--- src/rtl/semaphore_lamp_ctrl_if.sv ---
// Control and lamp/status bundle for one signal head.
// The junction controller is the master; the lamp sequencer is the slave.
interface semaphore_lamp_ctrl_if;
    logic       en;
    logic       set;
    logic       change;
    logic       lamp_r;
    logic       lamp_y;
    logic       lamp_g;
    logic       green;
    logic       busy;
    logic [2:0] state;

    modport master (
        output en, set, change,
        input  lamp_r, lamp_y, lamp_g, green, busy, state
    );

    modport slave (
        input  en, set, change,
        output lamp_r, lamp_y, lamp_g, green, busy, state
    );
endinterface

--- src/rtl/semaphore_lamp_ctrl.sv ---
// Lamp sequencer for one signal head: OFF/RED/Y2G/GREEN/Y2R with internally timed amber phases,
// a one-deep pending change request and a half-second amber flash in OFF.
module semaphore_lamp_ctrl #(
    parameter int unsigned TICK_DIV = 48_000_000,
    parameter int unsigned T_Y2G    = 2,
    parameter int unsigned T_Y2R    = 3
) (
    input logic                  CLK,
    input logic                  resetn,
    semaphore_lamp_ctrl_if.slave bus
);
    typedef enum logic [2:0] {
        StOff   = 3'd0,
        StRed   = 3'd1,
        StY2g   = 3'd2,
        StGreen = 3'd3,
        StY2r   = 3'd4
    } state_e;

    localparam int unsigned PW       = (TICK_DIV > 2) ? $clog2(TICK_DIV) : 1;
    localparam logic [PW-1:0] PcntLast = PW'(TICK_DIV - 1);
    localparam logic [PW-1:0] PcntHalf = PW'(TICK_DIV / 2 - 1);
    localparam logic [7:0] YLoadG = (T_Y2G[7:0] == 8'd0) ? 8'd1 : T_Y2G[7:0];
    localparam logic [7:0] YLoadR = (T_Y2R[7:0] == 8'd0) ? 8'd1 : T_Y2R[7:0];

    logic [2:0]    state_q, state_d;
    logic [PW-1:0] pcnt_q, pcnt_d;
    logic [7:0]    ycnt_q, ycnt_d;
    logic          flash_q, flash_d;
    logic          pend_q, pend_d;
    logic          lamp_r_q, lamp_y_q, lamp_g_q, green_q, busy_q;
    logic          sec_tick, expire, req;

    always_comb begin
        sec_tick = (pcnt_q == PcntLast);
        expire   = sec_tick && (ycnt_q == 8'd1);
        req      = bus.change | pend_q;
        state_d  = state_q;
        pend_d   = pend_q;

        if (!bus.en) begin
            state_d = StOff;
            pend_d  = 1'b0;
        end else begin
            case (state_q)
                StOff:   state_d = bus.set ? StRed : StGreen;
                StRed: begin
                    if (req) begin
                        state_d = StY2g;
                        pend_d  = 1'b0;
                    end
                end
                StGreen: begin
                    if (req) begin
                        state_d = StY2r;
                        pend_d  = 1'b0;
                    end
                end
                StY2g: begin
                    if (bus.change) pend_d = 1'b1;
                    if (expire) state_d = StGreen;
                end
                StY2r: begin
                    if (bus.change) pend_d = 1'b1;
                    if (expire) state_d = StRed;
                end
                default: state_d = StRed;
            endcase
        end

        // Every state starts on a whole second.
        if (state_d != state_q) begin
            pcnt_d = '0;
            ycnt_d = (state_d == StY2g) ? YLoadG : (state_d == StY2r) ? YLoadR : 8'd0;
        end else begin
            pcnt_d = sec_tick ? '0 : pcnt_q + 1'b1;
            ycnt_d = (sec_tick && ycnt_q != 8'd0) ? ycnt_q - 8'd1 : ycnt_q;
        end

        if (state_d == StOff && state_q != StOff) begin
            flash_d = 1'b0;
        end else if (pcnt_q == PcntHalf || sec_tick) begin
            flash_d = ~flash_q;
        end else begin
            flash_d = flash_q;
        end
    end

    // Lamps are decoded from the next state so they line up with the state register.
    always_ff @(posedge CLK or negedge resetn) begin
        if (!resetn) begin
            state_q  <= StOff;
            pcnt_q   <= '0;
            ycnt_q   <= 8'd0;
            flash_q  <= 1'b0;
            pend_q   <= 1'b0;
            lamp_r_q <= 1'b0;
            lamp_y_q <= 1'b0;
            lamp_g_q <= 1'b0;
            green_q  <= 1'b0;
            busy_q   <= 1'b0;
        end else begin
            state_q  <= state_d;
            pcnt_q   <= pcnt_d;
            ycnt_q   <= ycnt_d;
            flash_q  <= flash_d;
            pend_q   <= pend_d;
            lamp_r_q <= (state_d == StRed) || (state_d == StY2g);
            lamp_y_q <= (state_d == StY2g) || (state_d == StY2r) ||
                        ((state_d == StOff) && flash_d);
            lamp_g_q <= (state_d == StGreen);
            green_q  <= (state_d == StGreen);
            busy_q   <= (state_d == StY2g) || (state_d == StY2r);
        end
    end

    assign bus.state  = state_q;
    assign bus.lamp_r = lamp_r_q;
    assign bus.lamp_y = lamp_y_q;
    assign bus.lamp_g = lamp_g_q;
    assign bus.green  = green_q;
    assign bus.busy   = busy_q;
endmodule

--- src/flat_wrapper.sv ---
// flat-port wrapper written by rule: the top's interface ports become plain ports
module semaphore_lamp_ctrl_flat 
#(
    parameter int unsigned TICK_DIV = 48_000_000,
    parameter int unsigned T_Y2G    = 2,
    parameter int unsigned T_Y2R    = 3
)
  (CLK, resetn, bus_en, bus_set, bus_change, bus_lamp_r, bus_lamp_y, bus_lamp_g, bus_green, bus_busy, bus_state);
  semaphore_lamp_ctrl_if bus_i ();
  input logic CLK;
  input logic resetn;
  input wire logic [$bits(bus_i.en)-1:0] bus_en;
  input wire logic [$bits(bus_i.set)-1:0] bus_set;
  input wire logic [$bits(bus_i.change)-1:0] bus_change;
  output wire logic [$bits(bus_i.lamp_r)-1:0] bus_lamp_r;
  output wire logic [$bits(bus_i.lamp_y)-1:0] bus_lamp_y;
  output wire logic [$bits(bus_i.lamp_g)-1:0] bus_lamp_g;
  output wire logic [$bits(bus_i.green)-1:0] bus_green;
  output wire logic [$bits(bus_i.busy)-1:0] bus_busy;
  output wire logic [$bits(bus_i.state)-1:0] bus_state;
  assign bus_i.en = bus_en;
  assign bus_i.set = bus_set;
  assign bus_i.change = bus_change;
  assign bus_lamp_r = bus_i.lamp_r;
  assign bus_lamp_y = bus_i.lamp_y;
  assign bus_lamp_g = bus_i.lamp_g;
  assign bus_green = bus_i.green;
  assign bus_busy = bus_i.busy;
  assign bus_state = bus_i.state;
  semaphore_lamp_ctrl #(.TICK_DIV(TICK_DIV), .T_Y2G(T_Y2G), .T_Y2R(T_Y2R)) u_core (.CLK(CLK), .resetn(resetn), .bus(bus_i));
endmodule
--- config.mk ---
export PLATFORM = sky130hd
export DESIGN_NAME = semaphore_lamp_ctrl_flat
export DESIGN_NICKNAME = d
export VERILOG_FILES = /design/src/rtl/semaphore_lamp_ctrl_if.sv /design/src/rtl/semaphore_lamp_ctrl.sv /design/src/flat_wrapper.sv
export SDC_FILE = /design/constraint.sdc
export NUM_CORES = 1
export LEC_CHECK = 0
export ABC_AREA = 1
export CAP_MARGIN = 20
export CORE_AREA = 10 10 80 82
export DETAILED_ROUTE_END_ITERATION = 7
export DIE_AREA = 0 0 90 92
export GPL_ROUTABILITY_DRIVEN = 0
export PLACE_DENSITY = 0.82
export SKIP_CTS_REPAIR_TIMING = 1
export SLEW_MARGIN = 20
export SYNTH_ARGS = -nofsm -noshare
export SYNTH_HDL_FRONTEND = slang
export SYNTH_SLANG_ARGS = --single-unit
--- constraint.sdc ---
create_clock -name CLK -period 2.6 [get_ports CLK]
set_input_delay 0.39 -clock CLK [delete_from_list [all_inputs] [get_ports CLK]]
set_output_delay 0.39 -clock CLK [all_outputs]
set_load 0.02 [all_outputs]
==> metrics.md, run 1 <==
| Metric | Value |
|---|---|
| Largest net degree at the start of global routing | 44 |
| Synth Net Count | 355 |
| Arrival @ worst endpoint | about 2500 ps |
| Worst hold slack | between 200 and 250 ps |
| Die width | roughly 90 um |
| Placed cell area | ~0.0028 mm2 |
| Worst Path Max Fanout | 34 |
| Sw Ratio | a little under a third |
| Routed Antenna Nets | 0 |
| Post-synthesis cell area | 0.002614 mm2 |
| Total track usage | between 10% and 20% |
| Clock skew | ~6.0 ps |
| Final wirelength | about 5.5 mm |
| # placed instances | 424 |
| Rows | 26 |
| Worst-Skew Late Latency | approximately 300 ps |
| DR pass1 iterations | 4 |
| Top cells by area, synth | dfrtp_1 41%, nand2_1 11%, nor2_1 7.6% |
| Area delta synth->final | 10.77% |
| Syn_area_per_cell | roughly 7.6 um2 |
| Worst r2r src | u_core.pcnt_q[0]$_DFF_PN0_ |
| Top Ports | 13 |
| Final core occ | between 50% and 60% |
| Sum of negative setup slack | 0 ps |
| Seq/Total Area, Yosys | between 40% and 50% |
| Number of max-cap violations | 0 |
| Kind of end point of the critical path | flop |
| Initial DRC Count | approximately 150 |
| Flop-to-flop setup slack | 290 ps |
| Worst VDD drop | approximately 0.5 mV |
| Number of global-route vias before repair | between 2k and 2.5k |
| Synth warn | 0 |
| Htree depth | 2 |
| P per Cell Area | just under 600 mW/mm2 |
| CTS tree | built |
| First-pass GRT wire length | 9.791 mm |
| Wire length per cell | 12.73 um |
| Hold Fails Final Rpt | 0 |
| Mapped Cells | approximately 350 |
| R2R Path End | u_core.ycnt_q[1]$_DFFE_PN0P_ |
| HPWL reported at the end of detailed placement | 4.180 mm |
| FMAX | between 400 and 500 MHz |
| Antenna violations before repair | 0 |
| Final setup fails | 0 |
| Fillers | 450 |
| Root Buffer | clkbuf_8 |
| Clk buf depth | 2 |
| Gr ovfl total | 0 |
| RSZ-0062 raised after global routing | no |
| Layout cells sized above 1 | between 9 and 10% |
| Internal | roughly 1.2 mW |
| Fin. max-slew vios | 0 |
| Setup CP Type | flop to flop |
| Worst R2R Path Depth | 16 |
| Part of the power in combinational logic | 23.5% |
| Synth async-reset ratio | 100.0% |
| Min-Delay Path Class | input port to async pin |
| Largest area contributor in the netlist | dfrtp_1 |
| Relative slew slack | 38.93% |
| Post-route insts no fill | ~430 |
| Worst path required time | roughly 2800 ps |
| CTS sink cnt | 43 |
| Yosys reg bits | 43 |
| Ys flop type | dfrtp_1 |
| Seq pwr share | roughly 44% |
| Vias per inst | approximately 5.3 |
| Clock Power Share | between 30% and 40% |
| Routed via count | ~2.3k |
| Die height | between 90 and 100 um |
| CORE AREA | ~0.005 mm2 |
| Starting Density | between 50% and 60% |
| Die area | 0.008280 mm2 |
| Yosys cell types | 30 |
| Crit path time final | ~2300 ps |
| IO buf count | 12 |
| Leak | about 1.3 nW |
| Number of synthesized flops with an enable pin | 0 |
| Tcrit/Tclk final | 88.68% |
| Tightest Pin Transition | 916.1 ps |
| Clk slew on worst S/H paths | approximately 80 ps |
| TritonCTS Buffers | 5 |
| Post-synth top area share | 41.17% |
| Final #Nets | 370 |
| Run status | complete, no violations |
| DRC | 0 |
| Worst setup SP type | flop |
| # diodes | 0 |
| NetSw | ~0.54 mW |
| Final Cell Area | about 0.0029 mm2 |
[area by class of cell]
class                           instances  area [um2]  share of cell area, %
Multi-Input combinational cell        249        1304                  45.03
Sequential cell                        43        1076                  37.16
Inverter                               49       183.9                  6.353
Timing Repair Buffer                   13       122.6                  4.235
Tap cell                               70       87.58                  3.025
Clock buffer                            6       82.58                  2.852
Clock inverter                          2       38.79                  1.340
[power by group through the flow]
| stage | logic (mW) | clock network, mW | registers, mW |
|---|---|---|---|
| 2_1_floorplan | 0.303 | 0 | 0.790 |
| 3_3_place_gp | 0.395 | 0 | 0.769 |
| 3_5_place_dp | 0.405 | 0 | 0.770 |
| 4_1_cts | 0.405 | 0.560 | 0.758 |
| 5_1_grt | 0.457 | 0.586 | 0.765 |
| 6_report | 0.400 | 0.546 | 0.757 |
[metrics by stage]
step           power, mW  setup WS (ps)
3_5_place_dp       1.175          271.3
3_3_place_gp       1.164          371.6
4_1_cts            1.723          288.5
2_1_floorplan      1.093          725.2
5_1_grt            1.808          35.67
6_report           1.703          294.2
[sequential cells by signal, summed over array words and instances (netlist names)]
| register | count |
|---|---|
| u_core.bus.busy | 1 |
| u_core.pend_q | 1 |
| u_core.bus.lamp_r | 1 |
| u_core.flash_q | 1 |
| u_core.ycnt_q | 8 |
| u_core.bus.state | 3 |
| u_core.bus.lamp_y | 1 |
| u_core.pcnt_q | 26 |
| u_core.bus.lamp_g | 1 |
[critical path, cell delays in order, from the launching register on]
cell and delay (ps):
dfrtp_1 410, ha_1 190, nand2_1 80, nor2_2 170, nand2_2 130, nor2_2 140
nand3_1 100, nand2_1 80, nand2_1 50, nand2_1 70, nand2_1 100, nand2_1 100
nand2_2 70, nand2_4 320, nand2_1 90, nand2_1 70, inv_1 30
[worst max path at each step]
stage,from,to,cells past startpoint
floorplan,u_core.pcnt_q[0]$_DFF_PN0_,u_core.pcnt_q[10]$_DFF_PN0_,15
global placement,bus_change,u_core.ycnt_q[0]$_DFFE_PN0P_,10
detailed placement,bus_change,u_core.pcnt_q[2]$_DFF_PN0_,10
CTS,u_core.pcnt_q[0]$_DFF_PN0_,u_core.ycnt_q[1]$_DFFE_PN0P_,16
global route,u_core.pcnt_q[0]$_DFF_PN0_,u_core.ycnt_q[1]$_DFFE_PN0P_,16
finish,u_core.pcnt_q[0]$_DFF_PN0_,u_core.ycnt_q[1]$_DFFE_PN0P_,16
[cells in the final DEF (no fill, tap or decap), drive strengths merged, types with 2 or more instances in the layout]
| cell type | instances |
|---|---|
| ha | 4 |
| nand2 | 78 |
| a21oi | 3 |
| xor2 | 17 |
| xnor2 | 2 |
| nand4 | 15 |
| dfrtp | 43 |
| nor3 | 25 |
| o21ai | 2 |
| nand3 | 23 |
| nor2 | 57 |
| nor4 | 10 |
| inv | 50 |
| clkbuf | 6 |
| o21bai | 2 |
| buf | 2 |
| or2 | 5 |
| clkdlybuf4s50 | 11 |
[synth_stat cells, types with 3 or more instances]
cell type  number
nand2_1        74
nor2_1         53
inv_1          48
dfrtp_1        43
nand3_1        23
nor3_1         17
xor2_1         17
nand4_1        15
nor4_1         10
nor3_2          8
or2_2           5
ha_1            4
nor2_2          4
a21oi_1         3
nand2_2         3
[kinds of logic (layout without fill, tap and decap cells)]
family / count (synthesis) / after routing / synth area share (%)
AND/OR/NAND/NOR: 216 / 216 / 39.11
buffers and inverters: 54 / 70 / 8.951
flip-flops: 43 / 43 / 41.17
XOR/XNOR: 19 / 19 / 6.367
AO/OA/AOI/OAI: 10 / 10 / 2.489
adder cells (fa/ha/maj): 4 / 4 / 1.915
[routing by layer]
| layer | global-route usage [%] | vias to the layer above | wire length (um) |
|---|---|---|---|
| li1 | - | 1147 | - |
| met1 | 16.49 | 1067 | 2487 |
| met2 | 23.85 | 46 | 2693 |
| met3 | 2.771 | 9 | 240 |
| met4 | 5.703 | 0 | 77 |
| met5 | 0 | - | 0 |
(Power assumes the default switching activity.)
==> run 2, diff against run 1 <==
CELL_PAD_IN_SITES_DETAIL_PLACEMENT = 1   (was not set)
CELL_PAD_IN_SITES_GLOBAL_PLACEMENT = 1   (was not set)
CORE_AREA = 10 10 89 91   (was 10 10 80 82)
DIE_AREA = 0 0 99 101   (was 0 0 90 92)
PLACE_DENSITY = 0.85   (was 0.82)
==> metrics.md, run 2 (synthesis results as in run 1) <==
| Metric | Value |
|---|---|
| Routed Antenna Nets | 0 (unchanged) |
| TritonCTS Buffers | 5 (unchanged) |
| Kind of end point of the critical path | flop (unchanged) |
| # diodes | 0 (unchanged) |
| CTS tree | built (unchanged) |
| Final setup fails | 0 (unchanged) |
| Worst Path Max Fanout | 34 (unchanged) |
| Largest net degree at the start of global routing | 44 (unchanged) |
| Final #Nets | 372 (was 370) |
| Setup CP Type | flop to flop (unchanged) |
| IO buf count | 12 (unchanged) |
| FMAX | 426.5 MHz (was 433.7 MHz) |
| Root Buffer | clkbuf_8 (unchanged) |
| Layout cells sized above 1 | 9.066% (was 9.116%) |
| Commonest non-fill, non-tap cell in the layout | nand2_1 (unchanged) |
| Total track usage | 14.25% (was 13.82%) |
| Vias per inst | 5.322 (was 5.252) |
| Starting Density | 42.13% (was 53.21%) |
| Worst VDD drop | 0.3810 mV (was 0.4880 mV) |
| Die height | 101 um (was 92 um) |
| Htree depth | 2 (unchanged) |
| Area delta synth->final | 10.48% (was 10.77%) |
| Placed cell area | 0.002798 mm2 (was 0.002774 mm2) |
| Flop-to-flop setup slack | 260 ps (was 290 ps) |
| Clock skew | 8.732 ps (was 5.971 ps) |
| R2R Path End | u_core.ycnt_q[0]$_DFFE_PN0P_ (was u_core.ycnt_q[1]$_DFFE_PN0P_) |
| P per Cell Area | 555.1 mW/mm2 (was 588.2 mW/mm2) |
| Min-Delay Path Class | input port to async pin (unchanged) |
| Tightest Pin Transition | 964.3 ps (was 916.1 ps) |
| Rows | 29 (was 26) |
| Fin. max-slew vios | 0 (unchanged) |
| HPWL reported at the end of detailed placement | 5.144 mm (was 4.180 mm) |
| Antenna violations before repair | 0 (unchanged) |
| Routed via count | 2,347 (was 2,269) |
| RSZ-0062 raised after global routing | no (unchanged) |
| Worst path required time | 2800 ps (about the same) |
| Number of max-cap violations | 0 (unchanged) |
| Worst r2r src | u_core.pcnt_q[0]$_DFF_PN0_ (unchanged) |
| Tcrit/Tclk final | 90.18% (was 88.68%) |
| Die width | 99 um (was 90 um) |
| Max FFs per register | 26 (unchanged) |
| Most frequent cells in the layout | 74 x nand2_1, 53 x nor2_1, 48 x inv_1 (unchanged) |
| Final core occ | 46.54% (was 58.94%) |
| Clk buf depth | 2 (unchanged) |
| Number of global-route vias before repair | 2,532 (was 2,287) |
| Sum of negative setup slack | 0 ps (unchanged) |
| Leak | 1.289 nW (was 1.301 nW) |
| Run status | complete, no violations (unchanged) |
| Final Cell Area | 0.002888 mm2 (was 0.002895 mm2) |
| Worst R2R Path Depth | 12 (was 16) |
| Relative slew slack | 35.71% (was 38.93%) |
| Worst hold slack | 238.2 ps (was 223.7 ps) |
| CTS sink cnt | 43 (unchanged) |
| Wire length per cell | 15.33 um (was 12.73 um) |
| Fillers | 799 (was 450) |
| Hold Fails Final Rpt | 0 (unchanged) |
| Final wirelength | 6.759 mm (was 5.498 mm) |
| Gr ovfl total | 0 (unchanged) |
| Top Ports | 13 (unchanged) |
| DR pass1 iterations | 4 (unchanged) |
| Largest Register | u_core.pcnt_q (unchanged) |
| Crit path time final | 2345 ps (was 2306 ps) |
| Die area | 0.009999 mm2 (was 0.008280 mm2) |
| Worst-Skew Late Latency | 300 ps (about the same) |
| DRC | 0 (unchanged) |
| CORE AREA | 0.006205 mm2 (was 0.004912 mm2) |
| Clk slew on worst S/H paths | 80 ps (about the same) |
| Worst setup SP type | flop (unchanged) |
| Total power | 1.603 mW (was 1.703 mW) |
| Initial DRC Count | 75 (was 154) |
| Arrival @ worst endpoint | 2550 ps (was 2510 ps) |
| Critical Path Start | u_core.pcnt_q[0]$_DFF_PN0_ (unchanged) |
| First-pass GRT wire length | 11.92 mm (was 9.791 mm) |
==> run 2: power breakdown <==
group          leakage, nW  internal [mW]  total, mW  switching (mW)
Sequential           0.592          0.716      0.759          0.0432
Combinational        0.656          0.134      0.427           0.293
Clock               0.0422          0.189      0.417           0.228
Total                 1.29           1.04       1.60           0.564
==> run 2: metrics by stage <==
stage	instances	setup WS, ps
6_report	441	255.3
5_1_grt	441	47.26
4_1_cts	441	239.0
3_5_place_dp	433	199.1
3_3_place_gp	433	335.9
2_1_floorplan	346	725.2
==> run 2: cell type report <==
class | instances | area [um2] | area share (%)
clock inverters | 1 | 5.005 | 0.1733
clock buffers | 7 | 76.32 | 2.643
flip-flops and latches | 43 | 1076 | 37.26
multi-input cells | 249 | 1313 | 45.45
repair buffers | 15 | 137.6 | 4.766
inverters | 49 | 183.9 | 6.369
well taps | 77 | 96.34 | 3.336
==> run 2: worst max path at each step <==
stage | to | cells past startpoint
after floorplan | u_core.pcnt_q[10]$_DFF_PN0_ | 15
after CTS | u_core.ycnt_q[1]$_DFFE_PN0P_ | 16
after global routing | u_core.pcnt_q[0]$_DFF_PN0_ | 12
after global placement | u_core.ycnt_q[1]$_DFFE_PN0P_ | 16
after detailed placement | u_core.ycnt_q[0]$_DFFE_PN0P_ | 11
final | u_core.ycnt_q[0]$_DFFE_PN0P_ | 12
==> run 2: per-layer routing <==
metal / share of wire [%] / global-route usage (%)
met5: 0 / 0
met4: 1.3 / 4.851
met3: 3.7 / 3.429
met2: 50 / 24.70
met1: 45 / 16.77
==> run 2: critical path, stage by stage, from the launching register on <==
cell and delay (ps):
dfrtp_1 430, ha_1 230, nand2_1 100, nor2_2 60
nand2_2 140, nor2_2 60, nand3_1 100, nand2_1 70
nand2_1 60, nand2_1 80, a21oi_1 420, nand2_8 230
o21ai_0 240
==> run 3, diff against run 2 <==
CTS_CLUSTER_DIAMETER = 60   (was not set)
==> results of run 3 <==
The final DEF is identical to that of run 2; final timing and power are the same.
==> variant: new RTL, flow settings as in run 2 <==
`TICK_DIV` is set to 48_000_000 in 2 places; all go to 96_000_000.
--- a/src/rtl/semaphore_lamp_ctrl.sv
+++ b/src/rtl/semaphore_lamp_ctrl.sv
@@ -3,3 +3,3 @@
 module semaphore_lamp_ctrl #(
-    parameter int unsigned TICK_DIV = 48_000_000,
+    parameter int unsigned TICK_DIV = 96_000_000,
     parameter int unsigned T_Y2G    = 2,
--- a/src/flat_wrapper.sv
+++ b/src/flat_wrapper.sv
@@ -3,3 +3,3 @@
 #(
-    parameter int unsigned TICK_DIV = 48_000_000,
+    parameter int unsigned TICK_DIV = 96_000_000,
     parameter int unsigned T_Y2G    = 2,
Check against the original RTL: same outputs for any inputs over 10 cycles, from zero or initial values and one cycle with resetn low; that may be too few to reach the edited logic, so the function may still have changed.
==> variant against run 2 <==
- maximum frequency shrank 2.8%
- setup slack lost 0.067 ns
- clock power grew 37%
- total power grew 13%
- sequential power grew 0.7%
- area after synthesis shrank 2.5%
- clock skew shrank 0.0017 ns
- hold slack lost 0.17 ns
- sequential cell count grew 1
- combinational power grew 13%
- design area shrank 1.0%
- wire length shrank 3.3%
- critical path type unchanged
- largest power group unchanged
==> variant: results (changes against run 2) <==
{| class="wikitable"
! Metric !! Value
|-
| Share of cells above drive strength 1 || 0.0930 (+0.00236)
|-
| Count of fill cells added during filler insertion || 773 (-3.3%)
|-
| Maximum clock skew at final layout || 0.00706 ns (-0.00167 ns)
|-
| Switch share || 0.346 (-0.00599)
|-
| Worst Path Arrival || 2.64 ns (+0.09 ns)
|-
| Placement-stage worst setup slack || 0.181 ns (-0.0178 ns)
|-
| Maximum fanout along the worst path || 17 (-50%)
|-
| Asr flop ratio synth || 1.00 (unchanged)
|-
| Maximum number of pins on one net before global-route repair || 45 (+2.3%)
|-
| Flip-flop count of the largest register after layout || 27 (+3.8%)
|-
| Count of antenna diodes in the layout || 0 (unchanged)
|-
| Synthesized instance count || 327 (-5.5%)
|-
| Largest voltage drop on the vdd net || 0.449 mV (+18%)
|-
| Gr usage total || 0.132 (-0.0106)
|-
| Via density || 5.17 (-2.9%)
|-
| Arithmetic-cell share of the synthesized area counting full adders, half adders and majority gates || 0.0196 (+0.000489)
|-
| Area share of the leading cell type in the synthesized netlist || 0.432 (+0.0203)
|-
| Via count of the first global-routing pass || 2355 (-7.0%)
|-
| Synth top area cells || sky130_fd_sc_hd__dfrtp_1 43%, sky130_fd_sc_hd__nand2_1 9.4%, sky130_fd_sc_hd__nor2_1 9.1%
|-
| Post-synthesis net count || 336 (-5.4%)
|-
| Leak Pwr || 1.26 nW (-2.1%)
|-
| Multiplexer area fraction after synthesis || 0 (unchanged)
|-
| 1st-iter DRT viols || 64 (-15%)
|-
| Number of placed instances with taps included || 412 (-4.8%)
|-
| Remaining max-slew budget at the tightest pin || 0.624 (+0.267)
|-
| Max stage delay cell, worst path || sky130_fd_sc_hd__a21oi_2
|-
| Fin nets || 352 (-5.4%)
|-
| Largest stage delay on the critical path || 0.46 ns (+0.03 ns)
|-
| Final HPWL from detailed placement || 4620 um (-10%)
|-
| Longest Clk Path Bufs || 2 (unchanged)
|-
| Compound-Gate Fraction of Synth Area || 0.0339 (+0.00898)
|-
| Share of the synthesized netlist area taken by xor and xnor gates || 0.0722 (+0.00850)
|-
| Status || complete, no violations
|-
| Most common library cells after synthesis || 64 x sky130_fd_sc_hd__nand2_1, 62 x sky130_fd_sc_hd__nor2_1, 44 x sky130_fd_sc_hd__dfrtp_1
|-
| Wire length of the first global-routing pass || 11000 um (-7.4%)
|-
| Register area share after synthesis || 0.432 (+0.0203)
|}
## variant: cell types whose count changed after synthesis, sizes merged, moves of 3 or more
cell          run 2  this run
nand2            78        69
o21ai             2         6
inv              49        38
nor4             10         2
nor2             57        66
nor3             25        22
## variant: cell type report
cell class	instances	share of cell area
sequential	44	0.385
clock buffer	6	0.0289
timing repair buffer	12	0.0411
multi-input combinational	242	0.448
tap	77	0.0337
inverter	38	0.0499
clock inverter	2	0.0136
## variant: per-layer routing
metal / vias to the layer above / wire length, um / part of all wire / track usage
met5: - / 0 / 0 / 0
met4: 0 / 55 / 0.0084 / 0.0320
met3: 8 / 187 / 0.029 / 0.0329
met2: 17 / 3230 / 0.49 / 0.231
met1: 1075 / 3060 / 0.47 / 0.157
li1: 1075 / - / - / -
## variant: path summary, 6_finish.rpt
path	startpoint	end	slack, ns
setup / recovery	u_core.pcnt_q[0]	u_core.pcnt_q[9]	0.19
hold / removal	resetn	u_core.pcnt_q[3]	0.07
setup reg to reg	u_core.pcnt_q[0]	u_core.pcnt_q[9]	0.19
hold reg to reg	u_core.pcnt_q[0]	u_core.pcnt_q[0]	0.48
max in group asynchronous	resetn	u_core.pcnt_q[26]	2.15
min in group CLK	u_core.pcnt_q[0]	u_core.pcnt_q[0]	0.48
## variant: stage by stage
stage	utilization	instance area, sq um	TNS (ns)	power [mW]
detailed placement	0.438	2720	0	1.22
global route	0.461	2860	-0.0190	1.92
finish	0.461	2860	0	1.82
floorplan	-	2550	0	1.11
CTS	0.457	2840	0	1.78
global placement	0.438	2720	0	1.19
## variant: kinds of logic after synthesis
logic type / Yosys count
DFF: 44
xor gates and xnor gates: 21
AOI/OAI and AO/OA: 13
and+or+nand+nor: 203
buffers and inverters: 42
adders and majority gates: 4
## variant: power groups by stage
stage	clock network [mW]	logic, mW	registers (mW)
floorplan	0	0.308	0.800
global placement	0	0.419	0.776
detailed placement	0	0.437	0.779
CTS	0.579	0.438	0.765
global route	0.605	0.543	0.774
finish	0.573	0.482	0.764
